[src/rtl/jtdsp16_boot_pkg.sv]
// jtdsp16_boot_pkg
// Shared definitions for the jtdsp16 boot/run sequencer:
//   - ROM programming bus widths shared with the jtdsp16 core
//   - default end-of-program word
//   - sequencer state enumeration and registered status bundle
//   - checksum accumulation helper
package jtdsp16_boot_pkg;

    localparam int          PROG_AW      = 13;
    localparam int          PROG_DW      = 8;
    localparam logic [15:0] END_WORD_DEF = 16'hDEAD;

    typedef enum logic [2:0] {
        ST_IDLE = 3'd0,
        ST_LOAD = 3'd1,
        ST_CHK  = 3'd2,
        ST_HOLD = 3'd3,
        ST_RUN  = 3'd4,
        ST_HALT = 3'd5,
        ST_ERR  = 3'd6
    } state_t;

    // Status outputs that are a pure function of the state being entered.
    typedef struct packed {
        logic dsp_rst;
        logic busy;
        logic halted;
        logic err;
    } status_t;

    // Status word to register alongside a transition into state st.
    function automatic status_t status_of(input state_t st);
        status_t s;
        s.dsp_rst = 1'b1;
        s.busy    = 1'b0;
        s.halted  = 1'b0;
        s.err     = 1'b0;
        case (st)
            ST_LOAD, ST_CHK, ST_HOLD: s.busy    = 1'b1;
            ST_RUN:                   s.dsp_rst = 1'b0;
            ST_HALT:                  s.halted  = 1'b1;
            ST_ERR:                   s.err     = 1'b1;
            default:                  s.dsp_rst = 1'b1;
        endcase
        return s;
    endfunction

    // Modulo-256 running checksum.
    function automatic logic [7:0] sum8(input logic [7:0] a, input logic [7:0] b);
        return a + b;
    endfunction

endpackage

[src/rtl/jtdsp16_boot_if.sv]
// jtdsp16_boot_if
// Host download channel plus DSP ROM programming port.
//   dl_data/dl_valid/dl_ready : byte stream from the host (valid/ready)
//   prog_addr/prog_data/prog_we : write port into the jtdsp16 program ROM
// Modports:
//   master : host / bench side (drives the byte stream, observes the ROM port)
//   slave  : boot sequencer side
interface jtdsp16_boot_if #(
    parameter int AW = jtdsp16_boot_pkg::PROG_AW
) ();
    import jtdsp16_boot_pkg::*;

    logic [7:0]         dl_data;
    logic               dl_valid;
    logic               dl_ready;
    logic [AW-1:0]      prog_addr;
    logic [PROG_DW-1:0] prog_data;
    logic               prog_we;

    modport master (
        output dl_data, dl_valid,
        input  dl_ready, prog_addr, prog_data, prog_we
    );

    modport slave (
        input  dl_data, dl_valid,
        output dl_ready, prog_addr, prog_data, prog_we
    );

endinterface

[src/rtl/jtdsp16_boot_edge.sv]
// jtdsp16_boot_edge
// Registered, cen-qualified rising-edge detector for a DSP strobe
// (pods_n here, equally usable for pids_n).
// Ports:
//   clk, rst_n : clock, asynchronous active-low reset
//   cen        : clock enable; detector state holds while low
//   sig        : strobe input
//   rise       : registered, high for one cen cycle after sig rises
module jtdsp16_boot_edge (
    input  logic clk,
    input  logic rst_n,
    input  logic cen,
    input  logic sig,
    output logic rise
);

    logic prev_r;
    logic rise_r;

    // Sample the strobe on enabled cycles; previous value resets to the idle-high level so reset release is not an edge.
    always_ff @(posedge clk or negedge rst_n) begin
        if (!rst_n) begin
            prev_r <= 1'b1;
            rise_r <= 1'b0;
        end else if (cen) begin
            prev_r <= sig;
            rise_r <= sig & ~prev_r;
        end else begin
            prev_r <= prev_r;
            rise_r <= rise_r;
        end
    end

    assign rise = rise_r;

endmodule

[src/rtl/jtdsp16_boot.sv]
// jtdsp16_boot
// Boot and run sequencer for the jtdsp16 core. Holds the DSP in reset while
// a program image is streamed from the host into the ROM programming port,
// releases it after RST_HOLD cen cycles, and re-asserts reset when the DSP
// writes END_WORD on its parallel output port.
// Ports:
//   clk, rst_n      : clock, asynchronous active-low reset
//   cen             : clock enable, all state advances only when high
//   start           : one-cycle request to (re)load and run
//   dl (slave)      : host byte stream and ROM programming port
//   dsp_rst         : registered active-high reset to jtdsp16
//   pbus_out,pods_n : DSP parallel output bus and strobe
//   busy            : LOAD, CHK or HOLD
//   done            : one-cycle pulse on end-word detection
//   halted, err     : level, HALT / ERR state
// Build option:
//   JTDSP16_BOOT_CHK_EN : adds a checksum trailer byte after the image
//   (CHK state); without it LEN bytes go straight to HOLD and err is 0.
module jtdsp16_boot
    import jtdsp16_boot_pkg::*;
#(
    parameter int          AW       = PROG_AW,
    parameter int          LEN      = 8192,
    parameter int          RST_HOLD = 16,
    parameter logic [15:0] END_WORD = END_WORD_DEF
) (
    input  logic                 clk,
    input  logic                 rst_n,
    input  logic                 cen,
    input  logic                 start,
    jtdsp16_boot_if.slave        dl,
    output logic                 dsp_rst,
    input  logic [15:0]          pbus_out,
    input  logic                 pods_n,
    output logic                 busy,
    output logic                 done,
    output logic                 halted,
    output logic                 err
);

`ifdef JTDSP16_BOOT_CHK_EN
    localparam state_t LOAD_NEXT = ST_CHK;
    localparam logic   CHK_EN    = 1'b1;
`else
    localparam state_t LOAD_NEXT = ST_HOLD;
    localparam logic   CHK_EN    = 1'b0;
`endif

    localparam logic [AW-1:0] LAST_ADDR = AW'(LEN - 1);
    localparam int            HW        = (RST_HOLD > 1) ? $clog2(RST_HOLD) : 1;
    localparam logic [HW-1:0] HOLD_LAST = HW'(RST_HOLD - 1);

    state_t        state_r;
    status_t       stat_r;
    logic [AW-1:0] cnt_r;
    logic [7:0]    sum_r;
    logic [HW-1:0] hold_r;
    logic [AW-1:0] prog_addr_r;
    logic [7:0]    prog_data_r;
    logic          prog_we_r;
    logic          done_r;

    logic          xfer_s;
    logic          pods_rise_s;
    logic          end_s;

    jtdsp16_boot_edge u_pods_edge (
        .clk   (clk),
        .rst_n (rst_n),
        .cen   (cen),
        .sig   (pods_n),
        .rise  (pods_rise_s)
    );

    assign dl.dl_ready = cen & ((state_r == ST_LOAD) | (state_r == ST_CHK));
    assign xfer_s      = dl.dl_valid & dl.dl_ready;
    assign end_s       = pods_rise_s & (pbus_out == END_WORD);

    // Sequencer: state, byte counter, checksum, hold counter and registered outputs.
    // prog_we/done are per-clk pulses, cleared on every clk so a stalled cen never stretches them.
    always_ff @(posedge clk or negedge rst_n) begin
        if (!rst_n) begin
            state_r     <= ST_IDLE;
            stat_r      <= status_of(ST_IDLE);
            cnt_r       <= '0;
            sum_r       <= 8'h00;
            hold_r      <= '0;
            prog_addr_r <= '0;
            prog_data_r <= 8'h00;
            prog_we_r   <= 1'b0;
            done_r      <= 1'b0;
        end else begin
            prog_we_r <= 1'b0;
            done_r    <= 1'b0;
            if (cen) begin
                case (state_r)
                    ST_IDLE, ST_HALT, ST_ERR: begin
                        if (start) begin
                            state_r <= ST_LOAD;
                            stat_r  <= status_of(ST_LOAD);
                            cnt_r   <= '0;
                            sum_r   <= 8'h00;
                        end
                    end
                    ST_LOAD: begin
                        if (xfer_s) begin
                            prog_addr_r <= cnt_r;
                            prog_data_r <= dl.dl_data;
                            prog_we_r   <= 1'b1;
                            cnt_r       <= cnt_r + 1'b1;
                            sum_r       <= sum8(sum_r, dl.dl_data);
                            if (cnt_r == LAST_ADDR) begin
                                state_r <= LOAD_NEXT;
                                stat_r  <= status_of(LOAD_NEXT);
                                hold_r  <= '0;
                            end
                        end
                    end
`ifdef JTDSP16_BOOT_CHK_EN
                    ST_CHK: begin
                        // Trailer byte closes the checksum; it is never written to the ROM.
                        if (xfer_s) begin
                            if (sum8(sum_r, dl.dl_data) == 8'h00) begin
                                state_r <= ST_HOLD;
                                stat_r  <= status_of(ST_HOLD);
                                hold_r  <= '0;
                            end else begin
                                state_r <= ST_ERR;
                                stat_r  <= status_of(ST_ERR);
                            end
                        end
                    end
`endif
                    ST_HOLD: begin
                        if (hold_r == HOLD_LAST) begin
                            state_r <= ST_RUN;
                            stat_r  <= status_of(ST_RUN);
                        end else begin
                            hold_r <= hold_r + 1'b1;
                        end
                    end
                    ST_RUN: begin
                        // A restart request takes priority over a coincident end word.
                        if (start) begin
                            state_r <= ST_LOAD;
                            stat_r  <= status_of(ST_LOAD);
                            cnt_r   <= '0;
                            sum_r   <= 8'h00;
                        end else if (end_s) begin
                            state_r <= ST_HALT;
                            stat_r  <= status_of(ST_HALT);
                            done_r  <= 1'b1;
                        end
                    end
                    default: begin
                        state_r <= ST_IDLE;
                        stat_r  <= status_of(ST_IDLE);
                    end
                endcase
            end
        end
    end

    assign dl.prog_addr = prog_addr_r;
    assign dl.prog_data = prog_data_r;
    assign dl.prog_we   = prog_we_r;
    assign dsp_rst      = stat_r.dsp_rst;
    assign busy         = stat_r.busy;
    assign halted       = stat_r.halted;
    assign err          = stat_r.err & CHK_EN;
    assign done         = done_r;

endmodule

[src/flat_wrapper.sv]
// flat-port wrapper written by rule: the top's interface ports become plain ports
module jtdsp16_boot_flat import jtdsp16_boot_pkg::*;
#(
    parameter int          AW       = PROG_AW,
    parameter int          LEN      = 8192,
    parameter int          RST_HOLD = 16,
    parameter logic [15:0] END_WORD = END_WORD_DEF
)
  (clk, rst_n, cen, start, dsp_rst, pbus_out, pods_n, busy, done, halted, err, dl_dl_data, dl_dl_valid, dl_dl_ready, dl_prog_addr, dl_prog_data, dl_prog_we);
  jtdsp16_boot_if #(.AW(AW)) dl_i ();
  input  logic clk;
  input  logic rst_n;
  input  logic cen;
  input  logic start;
  output logic dsp_rst;
  input  logic [15:0] pbus_out;
  input  logic pods_n;
  output logic busy;
  output logic done;
  output logic halted;
  output logic err;
  input wire logic [$bits(dl_i.dl_data)-1:0] dl_dl_data;
  input wire logic [$bits(dl_i.dl_valid)-1:0] dl_dl_valid;
  output wire logic [$bits(dl_i.dl_ready)-1:0] dl_dl_ready;
  output wire logic [$bits(dl_i.prog_addr)-1:0] dl_prog_addr;
  output wire logic [$bits(dl_i.prog_data)-1:0] dl_prog_data;
  output wire logic [$bits(dl_i.prog_we)-1:0] dl_prog_we;
  assign dl_i.dl_data = dl_dl_data;
  assign dl_i.dl_valid = dl_dl_valid;
  assign dl_dl_ready = dl_i.dl_ready;
  assign dl_prog_addr = dl_i.prog_addr;
  assign dl_prog_data = dl_i.prog_data;
  assign dl_prog_we = dl_i.prog_we;
  jtdsp16_boot #(.AW(AW), .LEN(LEN), .RST_HOLD(RST_HOLD), .END_WORD(END_WORD)) u_core (.clk(clk), .rst_n(rst_n), .cen(cen), .start(start), .dl(dl_i), .dsp_rst(dsp_rst), .pbus_out(pbus_out), .pods_n(pods_n), .busy(busy), .done(done), .halted(halted), .err(err));
endmodule
[config.mk]
export PLATFORM = sky130hd
export DESIGN_NAME = jtdsp16_boot_flat
export DESIGN_NICKNAME = d
export VERILOG_FILES = /design/src/rtl/jtdsp16_boot_pkg.sv /design/src/rtl/jtdsp16_boot_if.sv /design/src/rtl/jtdsp16_boot_edge.sv /design/src/rtl/jtdsp16_boot.sv /design/src/flat_wrapper.sv
export SDC_FILE = /design/constraint.sdc
export NUM_CORES = 1
export LEC_CHECK = 0
export CAP_MARGIN = 20
export CORE_ASPECT_RATIO = 0.8
export CORE_MARGIN = 2
export CORE_UTILIZATION = 30
export CTS_CLUSTER_DIAMETER = 40
export DETAILED_ROUTE_END_ITERATION = 10
export GPL_TIMING_DRIVEN = 0
export PLACE_DENSITY_LB_ADDON = 0.05
export RECOVER_POWER = 100
export SYNTH_ARGS = -nofsm -noshare
export SYNTH_HDL_FRONTEND = slang
export SYNTH_SLANG_ARGS = --single-unit
[constraint.sdc]
create_clock -name clk -period 1.85 [get_ports clk]
set_input_delay 0.37 -clock clk [delete_from_list [all_inputs] [get_ports clk]]
set_output_delay 0.37 -clock clk [all_outputs]
set_load 0.005 [all_outputs]
==> flow_summary.toml <==
[outcome]
outcome = "finished clean"

[global_route]
global_route.usage.met2 = 0.206
overflow = 0
top_usage_layer = "met1"
grt_use_total = 0.141
grt_pass1_wl_um = 9920
antenna_found_initial = 0
globalRouteMet3Util = 0.0343
first_global_vias = 1991
grt_max_degree = 26
met1_usage = 0.210

[layout]
finalNonFillerCells = 449
syn_to_final_growth_pct = 43.2
nets = 372
final_util = 0.437
drive_gt1_frac = 0.185
fillers = 808
n_antenna_cell = 0
final_area_sq_mm = 0.00341

[drt]
wl_per_cell_um = 13.2
drt_iter0_drc = 83
vias = 2075
first_pass_iters = 4
route.detailed.drc = 0
drt_wl_total_um = 5930
vias_per_cell = 4.62
detail-route-antenna-nets = 0

[clocking]
cts_tree = "done"
cts-root-buf = "clkbuf_8"
cts_sinks = 48
cts_made_buffers = 5
clk_pin_slew_worst_paths_ns = 0.10
worstSkewPairLatency_ns = 0.30
clock_path_buffers = 2
cts_max_level = 2

[place]
port_buffers = 56
dp_hpwl_um = 4050
gp_congestion = 0.769
numPlacedInstances = 424
place_area_sq_mm = 0.00309

[timing]
fin_skew_ns = 0.0115
final-setup-viol-count = 0
fmax_ghz = 0.547
finalCritPeriodShare = 0.989
finalMaxSlewViolations = 0
hold_violations = 0
worst_pin_slew_ns = 1.35
min_period_ns = 1.83
rsz0062_at_grt = "yes"
max-slew-margin-rel = 0.0972
setup_tns_ns = 0
hold_slack_ns = 0.345

[yosys]
synth_area_leaders = "dfrtp_1 (48%), nand2_1 (12%), o21ai_0 (4.0%)"
synthCells = 259
syn_area_per_cell_sq_um = 9.19
netlist.area_leader.share = 0.483
async_flop_share = 1.00
synth_cell_type_count = 52
synth_area_leader_cell = "dfrtp_1"
yosys_warnings = 0
synth-seq-area-share = 0.506
netlist_area_sq_mm = 0.00238
ys_ff_latch = 48
syn_nets = 291
ys.flop_type = "dfrtp_1"
synth_edf_count = 0

[worst_setup_path]
cp.arrival_ns = 2.02
worstPathRequired_ns = 2.04
endpoint_kind = "flip-flop"
critical_path_class = "flip-flop to flip-flop"
worst-path-max-fanout = 9
critPathLaunchType = "flip-flop"

[floorplan]
start_util = 0.305
core_sq_mm = 0.00780
fp.dieW_um = 104
die_y_um = 83.7
io_pins = 58
rows = 29
fp.dieArea_sq_mm = 0.00867

[power]
powerDensity_mw_per_mm2 = 717
ir_drop_uv = 353
p_leak_nw = 1.61

[run]
maxCapViolations = 0

[worst_hold_path]
hold_class = "primary input to async pin"
==> worst max-delay path: stages (launching register included) <==
cell and delay [ns]:
dfrtp_1 0.40, buf_6 0.15, xor2_2 0.17, and3b_2 0.23, buf_4 0.14, a31o_1 0.21, and3_1 0.20, a211o_1 0.23
==> per-stage QoR <==
stage | total power, mW | setup WS, ns
floorplan | 1.40 | 0.179
global placement | 1.66 | -1.16
detailed placement | 1.67 | -0.379
CTS | 2.47 | 0.00166
global route | 2.57 | -0.0621
finish | 2.45 | 0.0213
==> layer usage <==
metal,vias to the layer above,wire [um]
met5,-,0
met4,0,34
met3,2,264
met2,35,2490
met1,976,3140
li1,1062,-
==> state kept, by name (all words and copies together), names as in the netlist <==
signal                     count
u_core.hold_r                  4
u_core.done                    1
u_core.state_r                 3
u_core.dl.prog_data            8
u_core.halted                  1
u_core.dsp_rst                 1
u_core.busy                    1
u_core.dl.prog_addr           13
u_core.u_pods_edge.rise        1
u_core.dl.prog_we              1
u_core.cnt_r                  13
u_core.u_pods_edge.prev_r      1
==> report_power, final <==
| part | internal (mW) | leakage (nW) | switching (mW) |
|---|---|---|---|
| Sequential | 1.15 | 0.621 | 0.0728 |
| Clock | 0.401 | 0.0541 | 0.374 |
| Combinational | 0.258 | 0.935 | 0.186 |
| Total | 1.81 | 1.61 | 0.633 |
==> cell families (layout without fill, tap and decap cells) <==
family	count (synthesis)	in the layout	synth area share
simple gates	131	131	0.276
compound gates	56	56	0.147
flops	48	48	0.506
buf+inv	20	102	0.0552
fa+ha+maj	2	2	0.0105
other cells	1	1	0.00157
xor+xnor	1	1	0.00368
==> placed cells by master (no fill, tap or decap), types with 2 or more instances in the layout <==
master / synthesis / final
nor2_1: 11 / 11
a21oi_1: 6 / 4
nor2b_1: 2 / 2
buf_8: 0 / 3
o31ai_1: 2 / 2
nand4_1: 7 / 7
o21ai_1: 7 / 8
buf_6: 6 / 7
buf_2: 3 / 2
o21ai_0: 19 / 18
nand2b_1: 2 / 2
dfstp_2: 2 / 2
o22ai_1: 3 / 3
a31oi_1: 5 / 4
a21oi_2: 0 / 2
and2_1: 3 / 3
nand3_1: 7 / 6
o211ai_1: 2 / 2
nand3b_1: 3 / 3
clkbuf_8: 0 / 5
nand2_1: 76 / 75
a31o_1: 2 / 2
and3_1: 5 / 5
dfrtp_1: 46 / 45
nor4_4: 1 / 2
clkbuf_2: 0 / 3
nor3b_1: 2 / 2
buf_4: 2 / 17
clkdlybuf4s50_1: 0 / 28
dlygate4sd3_1: 0 / 26
inv_1: 5 / 5
==> cell usage after synthesis, types with 2 or more instances <==
cell type  instances
buf_2              3
nand2_1           76
o31ai_1            2
clkbuf_1           3
ha_1               2
buf_6              6
nand3_1            7
nand3b_1           3
nand4_1            7
dfstp_2            2
o21ai_0           19
nor2_1            11
nor3b_1            2
buf_4              2
dfrtp_1           46
inv_1              5
o211ai_1           2
nand2b_1           2
o22ai_1            3
nor2b_1            2
o21ai_1            7
a21oi_1            6
a31oi_1            5
and2_1             3
and3_1             5
a31o_1             2
==> worst paths after layout <==
| path | to | slack, ns | depth (start not counted) | start |
|---|---|---|---|---|
| min in group clk | u_core.dl.prog_data[5] | 0.47 | 2 | u_core.dl.prog_data[5] |
| setup / recovery | u_core.busy | 0.02 | 7 | u_core.state_r[0] |
| setup reg to reg | u_core.busy | 0.02 | 7 | u_core.state_r[0] |
| hold reg to reg | u_core.dl.prog_data[5] | 0.47 | 2 | u_core.dl.prog_data[5] |
| max in group asynchronous | u_core.u_pods_edge.prev_r | 0.33 | 2 | rst_n |
| hold / removal | u_core.hold_r[3] | 0.34 | 1 | rst_n |
==> repair_timing <==
item | in CTS | in global routing
hold buffers | 0 | 0
pin swaps | 2 | 8
setup buffers | 4 | 13
setup endpoints to repair | 27 | 37
gates resized for setup | 10 | 25
==> layout make-up <==
class | instances | area [sq um] | share of cell area
plain buffers | 14 | 140 | 0.0411
clock buffers | 5 | 68.8 | 0.0202
clock inverters | 3 | 42.5 | 0.0125
inverters | 6 | 25.0 | 0.00734
multi-input cells | 191 | 1110 | 0.324
flip-flops and latches | 48 | 1200 | 0.353
well taps | 108 | 135 | 0.0396
repair buffers | 74 | 688 | 0.202
(Power assumes the default switching activity.)
